===== config.mk =====
export PLATFORM = sky130hd
export DESIGN_NAME = div_issue_ctrl
export DESIGN_NICKNAME = d
export VERILOG_FILES = /design/src/rtl/div_issue_ctrl_pkg.sv /design/src/rtl/div_issue_ctrl.sv
export SDC_FILE = /design/constraint.sdc
export NUM_CORES = 1
export LEC_CHECK = 0
export CAP_MARGIN = 0
export CELL_PAD_IN_SITES_DETAIL_PLACEMENT = 1
export CELL_PAD_IN_SITES_GLOBAL_PLACEMENT = 1
export CORE_AREA = 2 2 134 136
export DETAILED_ROUTE_END_ITERATION = 6
export DIE_AREA = 0 0 136 138
export GPL_ROUTABILITY_DRIVEN = 1
export GPL_TIMING_DRIVEN = 0
export PLACE_DENSITY_LB_ADDON = 0.1
export SETUP_SLACK_MARGIN = 0.2
export SLEW_MARGIN = 20
export SYNTH_ARGS = -nofsm -noshare
export SYNTH_HDL_FRONTEND = slang
export SYNTH_SLANG_ARGS = --single-unit

===== constraint.sdc =====
create_clock -name clk -period 3.5 [get_ports clk]
set_input_delay 0.7 -clock clk [delete_from_list [all_inputs] [get_ports clk]]
set_output_delay 0.7 -clock clk [all_outputs]
set_load 0.02 [all_outputs]

===== src/rtl/div_issue_ctrl_pkg.sv =====
// div_issue_ctrl_pkg: shared state encoding for the divider issue sequencer
package div_issue_ctrl_pkg;
  typedef enum logic [1:0] {
    DIV_IDLE = 2'b00,
    DIV_BUSY = 2'b01,
    DIV_DONE = 2'b10
  } div_state_e;
endpackage


===== src/rtl/div_issue_ctrl.sv =====
// div_issue_ctrl: EX-stage sequencer that issues DIV/DIVU to the divider and writes HI/LO
module div_issue_ctrl
  import div_issue_ctrl_pkg::*;
#(
  parameter int DATA_W  = 32,
  parameter int TIMEOUT = 40
) (
  input  logic                clk,
  input  logic                rst,
  input  logic                div_i,
  input  logic                signed_i,
  input  logic [DATA_W-1:0]   reg1_i,
  input  logic [DATA_W-1:0]   reg2_i,
  input  logic                flush_i,
  output logic                div_start_o,
  output logic                div_annul_o,
  output logic                div_signed_o,
  output logic [DATA_W-1:0]   div_opdata1_o,
  output logic [DATA_W-1:0]   div_opdata2_o,
  input  logic [2*DATA_W-1:0] div_result_i,
  input  logic                div_ready_i,
  output logic                stallreq_o,
  output logic                whilo_o,
  output logic [DATA_W-1:0]   hi_o,
  output logic [DATA_W-1:0]   lo_o,
  output logic                timeout_o
);
  localparam int CW = $clog2(TIMEOUT + 1);
  div_state_e    state;
  logic [CW-1:0] cnt;
  logic          busy, expire;
  assign busy         = state == DIV_BUSY;
  assign expire       = busy && !div_ready_i && cnt == CW'(TIMEOUT - 1);
  assign div_annul_o  = busy && (flush_i || expire);
  assign div_start_o  = busy && !div_annul_o;
  assign stallreq_o   = busy || (state == DIV_IDLE && div_i && !flush_i);
  assign whilo_o      = state == DIV_DONE && !flush_i;
  always_ff @(posedge clk) begin
    if (rst) begin
      state         <= DIV_IDLE;
      cnt           <= '0;
      div_signed_o  <= 1'b0;
      div_opdata1_o <= '0;
      div_opdata2_o <= '0;
      hi_o          <= '0;
      lo_o          <= '0;
      timeout_o     <= 1'b0;
    end else begin
      timeout_o <= 1'b0;
      if (state == DIV_IDLE) begin
        if (div_i && !flush_i) begin
          div_signed_o  <= signed_i;
          div_opdata1_o <= reg1_i;
          div_opdata2_o <= reg2_i;
          cnt           <= '0;
          state         <= DIV_BUSY;
        end
      end else if (busy) begin
        cnt <= cnt + 1'b1;
        if (flush_i) begin
          state <= DIV_IDLE;
        end else if (div_ready_i) begin
          hi_o  <= div_result_i[2*DATA_W-1:DATA_W];
          lo_o  <= div_result_i[DATA_W-1:0];
          state <= DIV_DONE;
        end else if (expire) begin
          timeout_o <= 1'b1;
          state     <= DIV_IDLE;
        end
      end else begin
        state <= DIV_IDLE;
      end
    end
  end
endmodule

==> out/metrics.yaml, run 1 <==
setup_path:
  crit_arrival_ns: 2.50
  r2r_start: "state[0]"
  cp_max_fo: 4
  endpoint_kind: "primary output"
  crit_type: "in -> out"
  ff2ff_path_depth: 5
  regToRegEndpoint: "lo_o[23]"
  critical_path_required_ns: 2.80
  ff2ff_setup_slack_ns: 1.84
  startpoint_type: "input port"
sta:
  setup_viol: 0
  fmax_mhz: 312
  rsz0062_at_grt: "false"
  setup_tns_ns: 0
  final_max_slew_viol_count: 0
  final-hold-violation-count: 0
  skew_ns: 0.00481
  period_share_pct: 91.5
  fin_ws_ns: 0.296
  fin_crit_ns: 3.20
  worst-slew-pin-transition_ns: 0.699
  relSlewSlack_pct: 53.4
global_route:
  grt_max_degree: 17
  grt_pass1_vias: 5629
  grt.overflow.total: 0
  track_usage_pct: 19.1
  antenna_found_initial: 0
  grt_pass1_wl_um: 28400
placement:
  gp_congestion: 0.764
  io_buffers: 265
  dpl.hpwl_um: 13500
  post-place-ws_ns: 0.245
hold_path:
  hold_path_depth: 2
  min_to: "div_opdata2_o[5]"
  min_path_type: "reg -> reg"
  hp-start: "div_opdata2_o[5]"
clocking:
  cts_buffer_depth: 2
  postCtsHoldBufs: 0
  numCtsBuffers: 17
  postCtsSetupBuffers: 0
  clock_latency_ns: 0.41
  cts.clk_slew.worst_paths_ns: 0.05
  cts_num_sinks: 138
  cts_tree: "yes"
  cts_resized: 0
  cts-root-buf: "clkbuf_16"
  htreeDepth: 4
die:
  die_w_um: 136
  fp.dieH_um: 138
  ioPinCount: 268
  start_util_pct: 28.1
  dieArea_um2: 18800
  row_count: 49
  coreArea_um2: 17500
detailed_routing:
  drt_iter0_drc: 140
  dr.pass1.iters: 4
  drt-wirelength-per-cell_um: 15.7
  ant_nets: 0
  avgViaCountPerCell: 4.56
  drc: 0
  finalWirelength_um: 17800
  vias: 5185
run:
  maxCapViolCount: 0
status:
  status: "finished, final reports clean"
synth:
  syn-instance-count: 610
  ys_async_sr_fraction_pct: 0
  yosysWarnings: 0
  ys_types: 34
  synth_top_flop_cell: "dfxtp_1"
  synth-seq-cells: 138
  synth_area_um2: 4920
  syn-num-nets: 745
  synth_edf_count: 0
  synth-seq-area-share_pct: 56.2
  syn_avg_cell_area_um2: 8.07
power_and_ir_drop:
  leakage_nw: 2.97
  p_per_area_nw_per_um2: 470
  vdd_drop_max_mv: 0.312
cells_and_area:
  drive_above_1_share_pct: 6.73
  antenna-diode-count: 0
  fin_nets: 1029
  fill_cells: 2064
  area_growth_pct: 72.4
## worst max-delay path, stage by stage
cell             delay, ns
clkdlybuf4s50_1       0.46
nor4b_1               0.27
and4_1                0.32
o21a_1                0.14
clkdlybuf4s50_1       0.62
## how the worst max path moves through the flow
stage | cells past startpoint | slack [ns] | to | start
after floorplan | 4 | 1.14 | stallreq_o | flush_i
after global placement | 5 | 0.25 | stallreq_o | div_i
after detailed placement | 5 | 0.24 | stallreq_o | div_i
after CTS | 5 | 0.23 | stallreq_o | div_i
after global routing | 5 | 0.23 | div_annul_o | div_ready_i
final | 5 | 0.30 | div_annul_o | div_ready_i
## sequential cells by signal, summed over array words and instances (netlist names)
register       cells
cnt                6
state              2
div_signed_o       1
div_opdata2_o     32
timeout_o          1
div_opdata1_o     32
hi_o              32
lo_o              32
## area by class of cell
type | count | area, µm² | area share (%)
flip-flops and latches | 138 | 2760 | 32.6
clock buffers | 20 | 447 | 5.27
repair buffers | 265 | 2660 | 31.3
multi-input cells | 425 | 1890 | 22.3
clock inverters | 12 | 173 | 2.04
plain buffers | 47 | 263 | 3.10
well taps | 229 | 287 | 3.38
## metrics by stage
stage	cell area (µm²)	power, mW	hold WS, ns	instances	utilization (%)
after global routing	8480	4.17	0.478	1136	48.4
after floorplan	4920	1.86	0.459	610	-
after global placement	7860	2.14	0.441	1104	44.8
final	8480	3.99	0.455	1136	48.4
after detailed placement	7860	2.15	0.447	1104	44.8
after CTS	8480	4.05	0.455	1136	48.4
## metal layers
metal | GRT usage (%) | share of wire, % | routed length (µm) | vias up
met4 | 7.40 | 2.5 | 454 | 0
li1 | - | - | - | 2553
met3 | 7.00 | 8.4 | 1500 | 32
met1 | 21.0 | 39 | 7040 | 2434
met5 | 0 | 0 | 0 | -
met2 | 33.1 | 50 | 8840 | 166
## power by group
group / internal, mW / switching, mW
combinational: 0.256 / 0.213
sequential: 1.62 / 0.0260
clock: 1.21 / 0.667
## synthesized netlist by cell type, types with 2 or more instances
cell type  number  area share, %
a21oi_1       131             13
buf_2          14            1.4
buf_4           6           0.92
buf_6           6            1.4
clkbuf_1       19            1.4
dfxtp_1       138             56
nand2_1       261             20
nand3_1         4           0.41
nor2_1          2           0.15
nor3b_1         3           0.46
o21a_1          2           0.31
or4_1           2           0.31
## cells in the final DEF, fill, tap and decap left out, drive strengths merged
master and n:
clkdlybuf4s50 264, nand2 261, dfxtp 138, a21oi 132
clkbuf 40, buf 27, clkinv 6, nand3 4
bufinv 4, nor3b 3, o21a 2, or4 2
nor2 2, clkinvlp 2, nor4b 2, nor2b 1
and4 1, nand2b 1, nor3 1, or4b 1
nor4bb 1, nand4bb 1, o22ai 1, nand4 1
mux2 1, or3 1, a31oi 1, a211oi 1
nand4b 1, o31ai 1, o311ai 1, ha 1
dlymetal6s2s 1
## logic make-up after synthesis
kind of cell / Yosys count / share of synthesized area [%]
compound gates: 139 / 14.7
fa+ha+maj: 1 / 0.254
buf+inv: 47 / 5.34
flops: 138 / 56.2
mux: 1 / 0.229
simple gates: 284 / 23.3
Power figures use the tool's default switching activity.
==> run 2, diff against run 1 <==
==> constraint.sdc (replaced) <==
create_clock -name clk -period 4.1 [get_ports clk]
set_input_delay 0.82 -clock clk [delete_from_list [all_inputs] [get_ports clk]]
set_output_delay 0.82 -clock clk [all_outputs]
set_load 0.02 [all_outputs]
==> out/metrics.yaml, run 2 (synthesized netlist as in run 1, its figures left out) <==
setup_path:
  crit_type: "in -> out"
  startpoint_type: "input port"
  crit_top_cell: "clkdlybuf4s50_1"
  crit_path_max_incr_delay_ns: 0.63  # about the same
  crit_arrival_ns: 2.66  # +0.16 ns
  critPathSlowestCell: "clkdlybuf4s50_1"
  critical_path_required_ns: 3.28  # +0.48 ns
  endpoint_kind: "primary output"
  cp_max_fo: 8  # +4
  path_cells: "clkdlybuf4s50_1, or4b_1, buf_4, nand2_1, clkdlybuf4s50_1"
cells_and_area:
  area_growth_pct: 72.3  # about the same
  antenna-diode-count: 0  # unchanged
  fin_util_pct: 48.4  # about the same
  final_cell_mix: "265 x clkdlybuf4s50_1, 261 x nand2_1, 138 x dfxtp_1"
  final_common_cell: "clkdlybuf4s50_1"
  finish.instance_area_um2: 8480  # about the same
  fin_nets: 1029  # unchanged
  drive_above_1_share_pct: 6.73  # unchanged
placement:
  placedInstanceArea_um2: 7860  # unchanged
  post-place-ws_ns: 0.605  # +0.360 ns
  gp_congestion: 0.764  # unchanged
  dpl.hpwl_um: 13500  # unchanged
  io_buffers: 265  # unchanged
clocking:
  postCtsSetupBuffers: 0  # unchanged
  cts_num_sinks: 138  # unchanged
  numCtsBuffers: 17  # unchanged
  clock_latency_ns: 0.41  # about the same
  cts_buffer_depth: 2  # unchanged
  cts.clk_slew.worst_paths_ns: 0.05  # about the same
  cts_resized: 0  # unchanged
  htreeDepth: 4  # unchanged
  cts-root-buf: "clkbuf_16"
  postCtsHoldBufs: 0  # unchanged
  cts_tree: "yes"
die:
  die_w_um: 136  # unchanged
  fp.dieH_um: 138  # unchanged
  ioPinCount: 268  # unchanged
  start_util_pct: 28.1  # unchanged
  dieArea_um2: 18800  # unchanged
  coreArea_um2: 17500  # unchanged
  row_count: 49  # unchanged
hold_path:
  min_path_type: "reg -> reg"
sta:
  period_share_pct: 84.8
  final-hold-violation-count: 0  # unchanged
  final_max_slew_viol_count: 0  # unchanged
  fin_ws_ns: 0.623  # +0.327 ns
  fmax_mhz: 288
  skew_ns: 0.00481  # unchanged
  worst-slew-pin-transition_ns: 0.699  # unchanged
  setup_tns_ns: 0  # unchanged
  fin_crit_ns: 3.48
  rsz0062_at_grt: "false"
  relSlewSlack_pct: 53.4  # unchanged
  setup_viol: 0  # unchanged
global_route:
  antenna_found_initial: 0  # unchanged
  grt_pass1_vias: 5629  # unchanged
  grt_pass1_wl_um: 28400  # unchanged
  track_usage_pct: 19.1  # unchanged
  grt.overflow.total: 0  # unchanged
  grt_max_degree: 17  # unchanged
power_and_ir_drop:
  leakage_nw: 2.96  # -0.43%
  vdd_drop_max_mv: 0.267  # -15%
  p_per_area_nw_per_um2: 402  # -15%
detailed_routing:
  ant_nets: 0  # unchanged
  drt_iter0_drc: 140  # unchanged
  avgViaCountPerCell: 4.57  # about the same
  finalWirelength_um: 17800  # about the same
  vias: 5186  # +0.019%
  dr.pass1.iters: 4  # unchanged
  drc: 0  # unchanged
  drt-wirelength-per-cell_um: 15.7  # about the same
status:
  status: "finished, final reports clean"
run:
  maxCapViolCount: 0  # unchanged
==> run 2: stage by stage <==
| stage | hold slack (ns) | power, mW | instances |
|---|---|---|---|
| floorplan | 0.459 | 1.59 | 610 |
| global placement | 0.441 | 1.83 | 1104 |
| detailed placement | 0.447 | 1.84 | 1104 |
| CTS | 0.455 | 3.46 | 1136 |
| global route | 0.478 | 3.56 | 1136 |
| finish | 0.455 | 3.41 | 1136 |
==> run 2: worst paths after layout <==
path	startpoint	to	slack, ns	cells past startpoint
min	div_opdata2_o[5]	div_opdata2_o[5]	0.45	2
max	div_i	stallreq_o	0.62	5
min reg2reg	div_opdata2_o[5]	div_opdata2_o[5]	0.45	2
max reg2reg	state[0]	lo_o[23]	2.44	5
==> run 2: final cells by class <==
type,count,area [µm²]
plain buffers,47,263
clock buffers,20,447
clock inverters,12,173
fillers,2063,9060
multi-input cells,425,1890
flip-flops and latches,138,2760
well taps,229,287
repair buffers,265,2650
==> run 2: power breakdown <==
group	leakage, nW	switching (mW)	total (mW)	internal, mW
logic	1.54	0.182	0.401	0.218
clock network	0.300	0.570	1.60	1.03
registers	1.12	0.0222	1.40	1.38
==> run 2: routing by layer <==
metal  up-vias  part of all wire [%]  global-route usage (%)
met3        32                   8.5                    7.00
li1       2553                     -                       -
met4         0                   2.5                    7.40
met1      2433                    39                    21.0
met2       168                    50                    33.1
met5         -                     0                       0
==> run 2: critical path, delay by kind of cell <==
| family | cells | cell delay (ns) |
|---|---|---|
| and+or+nand+nor | 2 | 0.53 |
| buffers and inverters | 3 | 1.30 |
